File: src/rtl/pc_fetch_unit_if.sv
// pc_fetch_unit_if: fetch request bus between the PC unit and instruction memory
interface pc_fetch_unit_if #(
    parameter int PC_W = 32
);
    logic [PC_W-1:0] pc;
    logic [PC_W-1:0] pc_plus;
    logic            fetch_valid;
    logic            fetch_ready;
    modport master (output pc, pc_plus, fetch_valid, input fetch_ready);
    modport slave  (input pc, pc_plus, fetch_valid, output fetch_ready);
endinterface

File: src/rtl/pc_fetch_unit.sv
// pc_fetch_unit: IF-stage program counter with fetch handshake, prioritised redirects and return-address stack
module pc_fetch_unit #(
    parameter int              PC_W      = 32,
    parameter int              STEP      = 1,
    parameter logic [PC_W-1:0] RESET_PC  = '0,
    parameter int              JIDX_W    = 26,
    parameter int              RAS_DEPTH = 4
) (
    input  logic               clk,
    input  logic               reset,
    input  logic               stall,
    input  logic               branch_cond,
    input  logic               alu_zero,
    input  logic [PC_W-1:0]    branch_target,
    input  logic               jump,
    input  logic               call,
    input  logic [JIDX_W-1:0]  jump_idx,
    input  logic               ret,
    input  logic               redirect,
    input  logic [PC_W-1:0]    redirect_pc,
    pc_fetch_unit_if.master    fif,
    output logic               ras_empty,
    output logic               ras_overflow,
    output logic               ras_underflow
);
    localparam int AW = $clog2(RAS_DEPTH);
    localparam int CW = AW + 1;

    typedef enum logic [1:0] {BOOT, FETCH, HOLD} state_t;

    state_t            state_q, state_d;
    logic [PC_W-1:0]   pc_q, pc_d, pc_plus, ras_top;
    logic [PC_W-1:0]   ras_q [RAS_DEPTH];
    logic [PC_W-1:0]   ras_d [RAS_DEPTH];
    logic [AW-1:0]     ptr_q, ptr_d, ptr_inc;
    logic [CW-1:0]     cnt_q, cnt_d;
    logic              ovf_q, ovf_d, unf_q, unf_d;
    logic              active, br_tk, ev, accept, empty, full, push, pop, repl, stack_op;

    always_comb begin
        pc_plus  = pc_q + PC_W'(STEP);
        active   = state_q != BOOT;
        br_tk    = branch_cond & alu_zero;
        ev       = active & (redirect | ret | jump | call | br_tk);
        accept   = (state_q == FETCH) & fif.fetch_ready;
        empty    = cnt_q == '0;
        full     = cnt_q == CW'(RAS_DEPTH);
        ras_top  = ras_q[ptr_q];
        ptr_inc  = ptr_q + 1'b1;
        pc_d     = ~active          ? pc_q :
                   redirect         ? redirect_pc :
                   ret              ? (empty ? pc_plus : ras_top) :
                   (jump | call)    ? {pc_plus[PC_W-1:JIDX_W], jump_idx} :
                   br_tk            ? branch_target :
                   (accept & ~stall)? pc_plus : pc_q;
        state_d  = (state_q == BOOT) ? FETCH : (stall & ~ev) ? HOLD : FETCH;
        // a redirect overrides the stack side effects of call/ret entirely
        stack_op = active & ~redirect;
        push     = stack_op & call & (~ret | empty);
        pop      = stack_op & ret & ~call & ~empty;
        repl     = stack_op & ret & call & ~empty;
        ras_d    = ras_q;
        ptr_d    = ptr_q;
        cnt_d    = cnt_q;
        ovf_d    = ovf_q | (push & full);
        unf_d    = unf_q | (stack_op & ret & empty);
        if (push) begin
            ptr_d          = ptr_inc;
            ras_d[ptr_inc] = pc_plus;
            cnt_d          = full ? cnt_q : cnt_q + 1'b1;
        end
        if (pop) begin
            ptr_d = ptr_q - 1'b1;
            cnt_d = cnt_q - 1'b1;
        end
        if (repl) ras_d[ptr_q] = pc_plus;
    end

    always_ff @(posedge clk or negedge reset) begin
        if (!reset) begin
            state_q <= BOOT;
            pc_q    <= RESET_PC;
            ras_q   <= '{default: '0};
            ptr_q   <= '0;
            cnt_q   <= '0;
            ovf_q   <= 1'b0;
            unf_q   <= 1'b0;
        end else begin
            state_q <= state_d;
            pc_q    <= pc_d;
            ras_q   <= ras_d;
            ptr_q   <= ptr_d;
            cnt_q   <= cnt_d;
            ovf_q   <= ovf_d;
            unf_q   <= unf_d;
        end
    end

    assign fif.pc          = pc_q;
    assign fif.pc_plus     = pc_plus;
    assign fif.fetch_valid = state_q == FETCH;
    assign ras_empty       = empty;
    assign ras_overflow    = ovf_q;
    assign ras_underflow   = unf_q;
endmodule
File: src/flat_wrapper.sv
// flat-port wrapper written by rule: the top's interface ports become plain ports
module pc_fetch_unit_flat 
#(
    parameter int              PC_W      = 32,
    parameter int              STEP      = 1,
    parameter logic [PC_W-1:0] RESET_PC  = '0,
    parameter int              JIDX_W    = 26,
    parameter int              RAS_DEPTH = 4
)
  (clk, reset, stall, branch_cond, alu_zero, branch_target, jump, call, jump_idx, ret, redirect, redirect_pc, ras_empty, ras_overflow, ras_underflow, fif_pc, fif_pc_plus, fif_fetch_valid, fif_fetch_ready);
  pc_fetch_unit_if #(.PC_W(PC_W)) fif_i ();
  input  logic clk;
  input  logic reset;
  input  logic stall;
  input  logic branch_cond;
  input  logic alu_zero;
  input  logic [PC_W-1:0] branch_target;
  input  logic jump;
  input  logic call;
  input  logic [JIDX_W-1:0] jump_idx;
  input  logic ret;
  input  logic redirect;
  input  logic [PC_W-1:0] redirect_pc;
  output logic ras_empty;
  output logic ras_overflow;
  output logic ras_underflow;
  output wire logic [$bits(fif_i.pc)-1:0] fif_pc;
  output wire logic [$bits(fif_i.pc_plus)-1:0] fif_pc_plus;
  output wire logic [$bits(fif_i.fetch_valid)-1:0] fif_fetch_valid;
  input wire logic [$bits(fif_i.fetch_ready)-1:0] fif_fetch_ready;
  assign fif_pc = fif_i.pc;
  assign fif_pc_plus = fif_i.pc_plus;
  assign fif_fetch_valid = fif_i.fetch_valid;
  assign fif_i.fetch_ready = fif_fetch_ready;
  pc_fetch_unit #(.PC_W(PC_W), .STEP(STEP), .RESET_PC(RESET_PC), .JIDX_W(JIDX_W), .RAS_DEPTH(RAS_DEPTH)) u_core (.clk(clk), .reset(reset), .stall(stall), .branch_cond(branch_cond), .alu_zero(alu_zero), .branch_target(branch_target), .jump(jump), .call(call), .jump_idx(jump_idx), .ret(ret), .redirect(redirect), .redirect_pc(redirect_pc), .fif(fif_i), .ras_empty(ras_empty), .ras_overflow(ras_overflow), .ras_underflow(ras_underflow));
endmodule
File: config.mk
export PLATFORM = sky130hd
export DESIGN_NAME = pc_fetch_unit_flat
export DESIGN_NICKNAME = d
export VERILOG_FILES = /design/src/rtl/pc_fetch_unit_if.sv /design/src/rtl/pc_fetch_unit.sv /design/src/flat_wrapper.sv
export SDC_FILE = /design/constraint.sdc
export NUM_CORES = 1
export LEC_CHECK = 0
export CAP_MARGIN = 0
export CORE_MARGIN = 2
export CORE_UTILIZATION = 40
export DETAILED_ROUTE_END_ITERATION = 10
export DONT_BUFFER_PORTS = 1
export PLACE_DENSITY = 0.65
export SLEW_MARGIN = 5
export SYNTH_ARGS = -nofsm -noshare
export SYNTH_HDL_FRONTEND = slang
export SYNTH_SLANG_ARGS = --single-unit
File: constraint.sdc
create_clock -name clk -period 2.7 [get_ports clk]
set_clock_uncertainty 0.15 [all_clocks]
set_input_delay 0.27 -clock clk [delete_from_list [all_inputs] [get_ports clk]]
set_output_delay 0.27 -clock clk [all_outputs]
set_load 0.02 [all_outputs]
# Word-level counts from Yosys, hierarchy flattened
# Index checks and enable logic that the tools add are counted.
[totals] inputBits=100 regBits=169 output_inout_bits=68 word_cells=86
[classes] n_reduce_logical=9 add_sub_neg=5 order_cmp=4 eq_ne=3 n_mux=24 bitwise_logic=31
[op_table] cell="two-way mux 32 bit" n=10
[op_table] cell="bitwise mux 128 bit" n=2
[op_table] cell="two-way mux 128 bit" n=2
[op_table] cell="demux 32 bit (select 2 bit)" n=2
[op_table] cell="binary-select mux 32 bit (select 2 bit)" n=1
[op_table] cell="adder 32 x 1 -> 32 bit (second input constant)" n=1
[op_table] cell="AND 1 bit" n=15
[op_table] cell="two-way mux 3 bit" n=3
[op_table] cell="two-way mux 2 bit" n=4
[op_table] cell="OR 1 bit" n=8
[op_table] cell=">= comparator 3 bit (second input constant)" n=2
[op_table] cell="< comparator 3 x 1 -> 1 bit (second input constant)" n=2
[op_table] cell="inverter 1 bit" n=6
[op_table] cell="inverter 2 -> 3 bit" n=2
[op_table] cell="nonzero test 5 bit" n=1
[op_table] cell="AND reduction 2 bit" n=2
[op_table] cell="nonzero test 2 bit" n=2
[op_table] cell="adder 3 x 1 -> 3 bit (second input constant)" n=1
[op_table] cell="equality test 3 bit (second input constant)" n=1
[op_table] cell="logical NOT 3 bit" n=1
[op_table] cell="subtractor 3 x 1 -> 3 bit (second input constant)" n=1
[op_table] cell="adder 2 x 1 -> 2 bit (second input constant)" n=1
[op_table] cell="equality test 2 x 1 -> 1 bit (second input constant)" n=1
[op_table] cell="logical AND 1 bit" n=2
[op_table] cell="other kinds (3)" n=3

# Depth between registers and ports, before layout
# Gate-level depths: netlist of the first run.
[depth] word_depth=10 mapped_depth=10 ltp_nobuf=7

# Worst setup path after synthesis of the first run
# Ideal clock, no wire load.
[synth_path] path_kind="register to register" from="register u_core.ptr_q[0]" to="register u_core.ras_q[14] (netlist name)" stages_incl_launch_ff=11 arrival_ns=2.446 n_path_buf=5 period_less_slack_ns=2.736 required_ns=2.410 setup_slack_ns=-0.036 setup_time_ns=0.140 cell_sequence="dfrtp_1 clkbuf_1 buf_2 buf_2 inv_1 ha_1 nand2_1 a21oi_1 clkbuf_1 buf_1 a21oi_1"
[synth_lines] item="start: declaration" line_no="pc_fetch_unit.sv:35" text="logic [AW-1:0] ptr_q, ptr_d, ptr_inc;"
[synth_lines] item="start signal: assignment" line_no="pc_fetch_unit.sv:92" text="ptr_q <= ptr_d;"
[synth_lines] item="end signal: assignment" line_no="pc_fetch_unit.sv:91" text="ras_q <= ras_d;"
[synth_lines] item="end: declaration" line_no="pc_fetch_unit.sv:33" text="logic [PC_W-1:0] ras_q [RAS_DEPTH];"

# Worst setup path after layout of the first run
[layout_path] from="register u_core.pc_q[13] (netlist: u_core.fif.pc[13])" to="output fif_pc_plus[31]"
[layout_via] elab_chain_len=1
[layout_rtl] item="start: declaration" line_no="pc_fetch_unit.sv:32" text="logic [PC_W-1:0] pc_q, pc_d, pc_plus, ras_top;"
[layout_rtl] item="start signal: assignment" line_no="pc_fetch_unit.sv:90" text="pc_q <= pc_d;"
[layout_rtl] item="adder 32 x 1 -> 32 bit" line_no="pc_fetch_unit.sv:41" text="pc_plus = pc_q + PC_W'(STEP);"
[layout_rtl] item="end: declaration" line_no="flat_wrapper.sv:28" text="output wire logic [$bits(fif_i.pc_plus)-1:0] fif_pc_plus;"
# No other way between the ends.

==> impl_metrics.json, run 1 <==
{
  "antenna_cells": 0,
  "mostFrequentLayoutCell": "dfrtp_1",
  "wl_met3_microns": 2620,
  "io_buffers": 0,
  "crit_type": "reg2out",
  "cts_hold_buffers": 37,
  "grt_overflow_total": 0,
  "cts_tree": "yes",
  "reg2regPathDepth": 6,
  "power.internal_mw": 7.28,
  "dp_hpwl_microns": 20200,
  "power.switching_mw": 4.81,
  "clk_path_buf_depth": 2,
  "ys_warn_count": 0,
  "drv_cap": 0,
  "synth_area_sq_um": 8900,
  "synth_top_area_share_pct": 47.5,
  "clkSlewWorstSetupHoldPaths_ps": 80,
  "drc_errors": 0,
  "power_density_nw_per_um2": 1100,
  "syn_nets": 1024,
  "row_count": 54,
  "cp.required_ps": 2280,
  "setup_viol": 6,
  "cp-start-kind": "flip-flop",
  "pin_count": 168,
  "power_frac_comb_pct": 42.6,
  "critPathTopFamily": "simple AND/OR/NAND/NOR gates",
  "track_usage_pct": 25.0,
  "fin_cells": 1299,
  "h-tree-depth": 4,
  "synth_area_leaders": "dfrtp_1 48%, mux4_2 8.1%, a21oi_1 7.8%",
  "viasPerCell": 5.89,
  "slew_viol_final": 0,
  "ant_nets": 0,
  "path_max_fanout": 5,
  "place_ws_ps": 97.2,
  "fin_hold_ws_ps": -627,
  "place_congestion": 0.857,
  "final_cell_mix": "167 x dfrtp_1, 136 x nor2_1, 135 x a21oi_1",
  "yosys_register_bits": 169,
  "drt_iter0_drc": 644,
  "crit_cells": 5,
  "cpMaxStageDelayCell": "or4_4",
  "synthArstFlopShare_pct": 100,
  "worst_slack_ps": -111,
  "syn_area_per_cell_sq_um": 9.70,
  "routed.top_layer": "met4",
  "syn2layout_area_growth_pct": 23.6,
  "synth_edf_count": 0,
  "path_common_cell": "or4_4",
  "violations": "hold timing, setup timing",
  "worstMarginPinSlew_ps": 1110,
  "grt_pass1_wl_microns": 45200,
  "wl_met2_microns": 13600,
  "fin_crit_sh_pct": 104,
  "cts_buffers": 17,
  "num_vias": 7650,
  "insertion_delay_ps": 440,
  "p_leak_nw": 4.43,
  "post-synth-top-area-cell": "dfrtp_1",
  "dp.cells": 1223,
  "cp_cell_sequence": "nand4_1 > or4_4 > or4_4 > xor2_4 > inv_4",
  "pwr-share-clk_pct": 20.9,
  "cp_num_buf_inv": 1,
  "syn_inst": 918,
  "critPathCaptureType": "output port",
  "outcome": "finished, violations left",
  "cts_sinks": 169,
  "fmaxAchievable_ghz": 0.356,
  "yosysSeqAreaShare_pct": 47.5,
  "arrival_ps": 2390,
  "nNetsFinal": 1112,
  "slew_headroom_pct": 26.3,
  "swShare_pct": 39.8,
  "die_w_microns": 153,
  "min_period_ps": 2810,
  "hold_viol_final": 169,
  "grt_start_max_net_pins": 170,
  "root_buffer": "clkbuf_16",
  "start_util_pct": 40.8,
  "yosysUniqueCellTypes": 65,
  "hold_path_class": "in2async",
  "cpPeakStageDelay_ps": 600,
  "die_area_sq_um": 23500,
  "grt_pass1_vias": 7718,
  "vdd_drop_max_uv": 433,
  "die_h_microns": 153,
  "ys.flop_type": "dfrtp_1",
  "wl_per_cell_microns": 22.3,
  "antenna_found_initial": 0,
  "rsz0062_at_grt": "yes",
  "dr.pass1.iters": 5,
  "wirelength_microns": 28900,
  "drive_above_1_share_pct": 23.0,
  "wl_met1_microns": 11800,
  "share_seq_of_total_power_pct": 36.6,
  "core_area_sq_um": 21800
}
-- synth_stat cells (all sizes together), types with 3 or more instances --
cell type / count
dfrtp: 169
nor2: 149
a21oi: 139
nand2: 50
inv: 45
clkbuf: 41
mux4: 32
o21ai: 25
nor3: 21
buf: 19
a31oi: 18
a221o: 16
nand3: 15
o31ai: 15
mux2: 13
xnor2: 13
a221oi: 12
nor4: 11
and2: 8
a211oi: 7
xor2: 7
and3: 6
and4: 6
nand4: 6
o22ai: 6
ha: 5
o21a: 5
or4: 5
a21o: 4
a222oi: 4
o31a: 4
a31o: 3
nand2b: 3
nor2b: 3
o211a: 3
o21bai: 3
-- layer usage --
| layer | vias up | track usage, % |
|---|---|---|
| met5 | - | 0 |
| met4 | 0 | 9.39 |
| met3 | 52 | 7.63 |
| met2 | 303 | 39.5 |
| met1 | 3772 | 32.5 |
| li1 | 3523 | - |
-- cell type report --
cell class	instances	area (sq um)
Inverter	45	174
Clock buffer	17	425
Tap cell	280	350
Sequential cell	169	4230
Timing Repair Buffer	129	1130
Fill cell	1971	10800
Multi-Input combinational cell	644	4490
Clock inverter	15	199
-- sequential cells by signal, summed over array words and instances, names as in the netlist --
register / flops
u_core.ras_overflow: 1
u_core.ras_q: 128
u_core.cnt_q: 3
u_core.ras_underflow: 1
u_core.state_q: 2
u_core.fif.pc: 32
u_core.ptr_q: 2
-- logic make-up (layout without fill, tap and decap cells) --
logic type      count (synthesis)  after routing  synth area share [%]
fa+ha+maj                       6              6                 0.928
mux                            45             45                  9.74
buf+inv                       105            206                  4.67
flops                         169            169                  47.5
simple gates                  291            291                  15.1
xor+xnor                       20             20                  2.05
compound gates                282            282                  20.0
-- worst paths after layout --
check	end	slack [ps]	startpoint
worst max-delay path	fif_pc_plus[31]	-110	u_core.fif.pc[13]
worst min register to register	u_core.ras_q[97]	360	u_core.ras_q[97]
max in group asynchronous	u_core.ras_q[103]	2790	reset
worst min-delay path	u_core.ras_q[90]	-630	reset
worst max register to register	u_core.fif.pc[28]	180	u_core.state_q[1]
min in group clk	u_core.fif.pc[17]	10	jump_idx[17]
-- metrics by stage --
step	setup TNS, ps	power (mW)	instance area, sq um	utilization, %	hold WS, ps
finish	-365	12.1	11000	50.4	-627
global placement	0	9.20	9760	44.7	-165
floorplan	0	7.80	8910	-	-176
global route	-814	12.9	11000	50.4	-653
detailed placement	0	9.33	9760	44.7	-165
CTS	-545	12.0	10900	50.0	-645
-- worst register-to-register path: cells and delay by family (launching register included) --
family,cells,cell delay [ps]
AOI/OAI and AO/OA,3,520
buffers and inverters,2,850
and+or+nand+nor,1,510
DFF,1,440
-- power groups by stage --
stage | combinational, mW | clock [mW] | sequential, mW
floorplan | 3.35 | 0 | 4.45
global placement | 4.81 | 0 | 4.39
detailed placement | 4.90 | 0 | 4.43
CTS | 5.07 | 2.57 | 4.40
global route | 5.63 | 2.68 | 4.55
finish | 5.15 | 2.52 | 4.42
-- what timing repair did --
action / 4_1_cts / 5_1_grt
resized for setup: 39 / 14
pin swaps: 5 / 9
buffers inserted: 2 / 5
setup endpoints to repair: 18 / 19
endpoints found under the hold margin: 204 / 169
(Power assumes the default switching activity.)
==> run 2: changes to the inputs <==
--- a/config.mk
+++ b/config.mk
@@ -10,8 +10,10 @@
 export CORE_UTILIZATION = 40
 export DETAILED_ROUTE_END_ITERATION = 10
 export DONT_BUFFER_PORTS = 1
+export GPL_TIMING_DRIVEN = 0
 export PLACE_DENSITY = 0.65
 export SLEW_MARGIN = 5
 export SYNTH_ARGS = -nofsm -noshare
 export SYNTH_HDL_FRONTEND = slang
 export SYNTH_SLANG_ARGS = --single-unit
+export TNS_END_PERCENT = 10
==> run 2 against run 1 <==
The run still ends with hold timing, setup timing left. Register-to-register slack worse by 210 ps. Non-clock buffer count is 5 higher. Sequential cell count is the same. Largest cell class unchanged. Highest routed layer unchanged.
==> impl_metrics.json, run 2 (synthesis results as in run 1) <==
{
  "cts_hold_buffers": 41,
  "io_buffers": 0,
  "vdd_drop_max_uv": 475,
  "ant_nets": 0,
  "postPlaceCellArea_sq_um": 9260,
  "multi_input_area_sq_um": 4730,
  "arrival_ps": 2680,
  "slew_viol_final": 0,
  "drt_iter0_drc": 941,
  "cts_sinks": 169,
  "insertion_delay_ps": 440,
  "largest_register_ffs": 128,
  "worstReg2RegStart": "u_core.ptr_q[1]",
  "core_area_sq_um": 21800,
  "dp_hpwl_microns": 22800,
  "p_leak_nw": 4.44,
  "nNetsFinal": 1117,
  "dr.pass1.iters": 5,
  "track_usage_pct": 28.4,
  "final_cell_area_sq_um": 11100,
  "fmaxAchievable_ghz": 0.323,
  "start_util_pct": 40.8,
  "mostFrequentLayoutCell": "dfrtp_1",
  "fin_hold_ws_ps": -623,
  "fin_crit_sh_pct": 115,
  "worst_slack_ps": -398,
  "antenna_found_initial": 5,
  "cp-start-kind": "flip-flop",
  "path_max_fanout": 7,
  "regMostFlops": "u_core.ras_q",
  "viasPerCell": 6.38,
  "num_vias": 8351,
  "drv_cap": 0,
  "cp.required_ps": 2280,
  "seqCellArea_sq_um": 4260,
  "place_congestion": 0.846,
  "rsz0062_at_grt": "yes",
  "min_period_ps": 3100,
  "fin_cells": 1308,
  "dp.cells": 1198,
  "grt_overflow_total": 0,
  "drc_errors": 0,
  "die_w_microns": 153,
  "root_buffer": "clkbuf_16",
  "die_h_microns": 153,
  "drive_above_1_share_pct": 26.0,
  "clk_path_buf_depth": 2,
  "syn2layout_area_growth_pct": 25.1,
  "power_density_nw_per_um2": 1080,
  "worstMarginPinSlew_ps": 1150,
  "cts_buffers": 17,
  "row_count": 54,
  "outcome": "finished, violations left",
  "wirelength_microns": 33800,
  "reg2regPathDepth": 10,
  "die_area_sq_um": 23500,
  "clkSlewWorstSetupHoldPaths_ps": 70,
  "h-tree-depth": 4,
  "pin_count": 168,
  "hold_path_class": "in2async",
  "slew_headroom_pct": 23.0,
  "r2r_slack_ps": -30,
  "final_cell_mix": "146 x dfrtp_1, 137 x nor2_1, 135 x a21oi_1",
  "setup_viol": 20,
  "r2r-end": "u_core.ras_q[125]",
  "grt_start_max_net_pins": 170,
  "grt_pass1_wl_microns": 50500,
  "grt_pass1_vias": 8260,
  "hold_viol_final": 169,
  "cts_tree": "yes",
  "fillers": 1988,
  "crit_type": "reg2out",
  "wl_per_cell_microns": 25.8,
  "critPathCaptureType": "output port",
  "violations": "hold timing, setup timing"
}
run 2: report_power, final:
part           leakage [nW]  switching [mW]  internal (mW)
clock network         0.261            1.15           1.19
logic                  2.30            2.69           2.19
registers              1.88            1.16           3.69
run 2: worst max-delay path, cell delays in order (launching register included):
cell and delay (ps):
dfrtp_2 530, nand4_1 200, or4_4 500, buf_12 150, buf_16 120, or3_4 370, xnor2_4 350
run 2: routing by layer:
layer  global-route usage, %  part of all wire, %
met1                    36.6                   39
met2                    44.5                   47
met3                    8.51                   10
met4                    12.1                  3.4
met5                       0                    0
run 2: timing repair:
| action | in CTS | in global routing |
|---|---|---|
| pin swaps | 15 | 21 |
| buffers inserted | 14 | 19 |
| resized for setup | 139 | 58 |
| setup endpoints to repair | 186 | 150 |
| hold endpoints to repair | 201 | 169 |
| cloned | 1 | 0 |
run 2: how the worst max path moves through the flow:
stage	end	slack [ps]	startpoint
after detailed placement	u_core.ras_q[123]	-1080	u_core.ptr_q[1]
after floorplan	fif_pc_plus[31]	-10	u_core.fif.pc[7]
after global routing	fif_pc_plus[31]	-430	u_core.fif.pc[8]
final	fif_pc_plus[30]	-400	u_core.fif.pc[11]
after CTS	fif_pc_plus[31]	-440	u_core.fif.pc[11]
after global placement	u_core.ras_q[46]	-1040	u_core.ptr_q[1]
run 2: area by class of cell:
cell class / count / share of cell area, %
Clock inverter: 15 / 1.08
Inverter: 45 / 1.61
Multi-Input combinational cell: 644 / 42.4
Tap cell: 280 / 3.15
Antenna cell: 4 / 0.0899
Buffer: 59 / 3.27
Timing Repair Buffer: 75 / 6.30
Sequential cell: 169 / 38.2
Clock buffer: 17 / 3.82
run 2: through the flow:
stage	setup WS [ps]	utilization (%)	total power, mW	setup TNS (ps)
after floorplan	-9.82	-	7.80	-9.82
after global placement	-1040	42.4	8.88	-128890
after detailed placement	-1080	42.4	9.02	-136740
after CTS	-441	49.4	11.7	-4540
after global routing	-431	51.0	12.6	-6310
final	-398	51.0	12.1	-3980
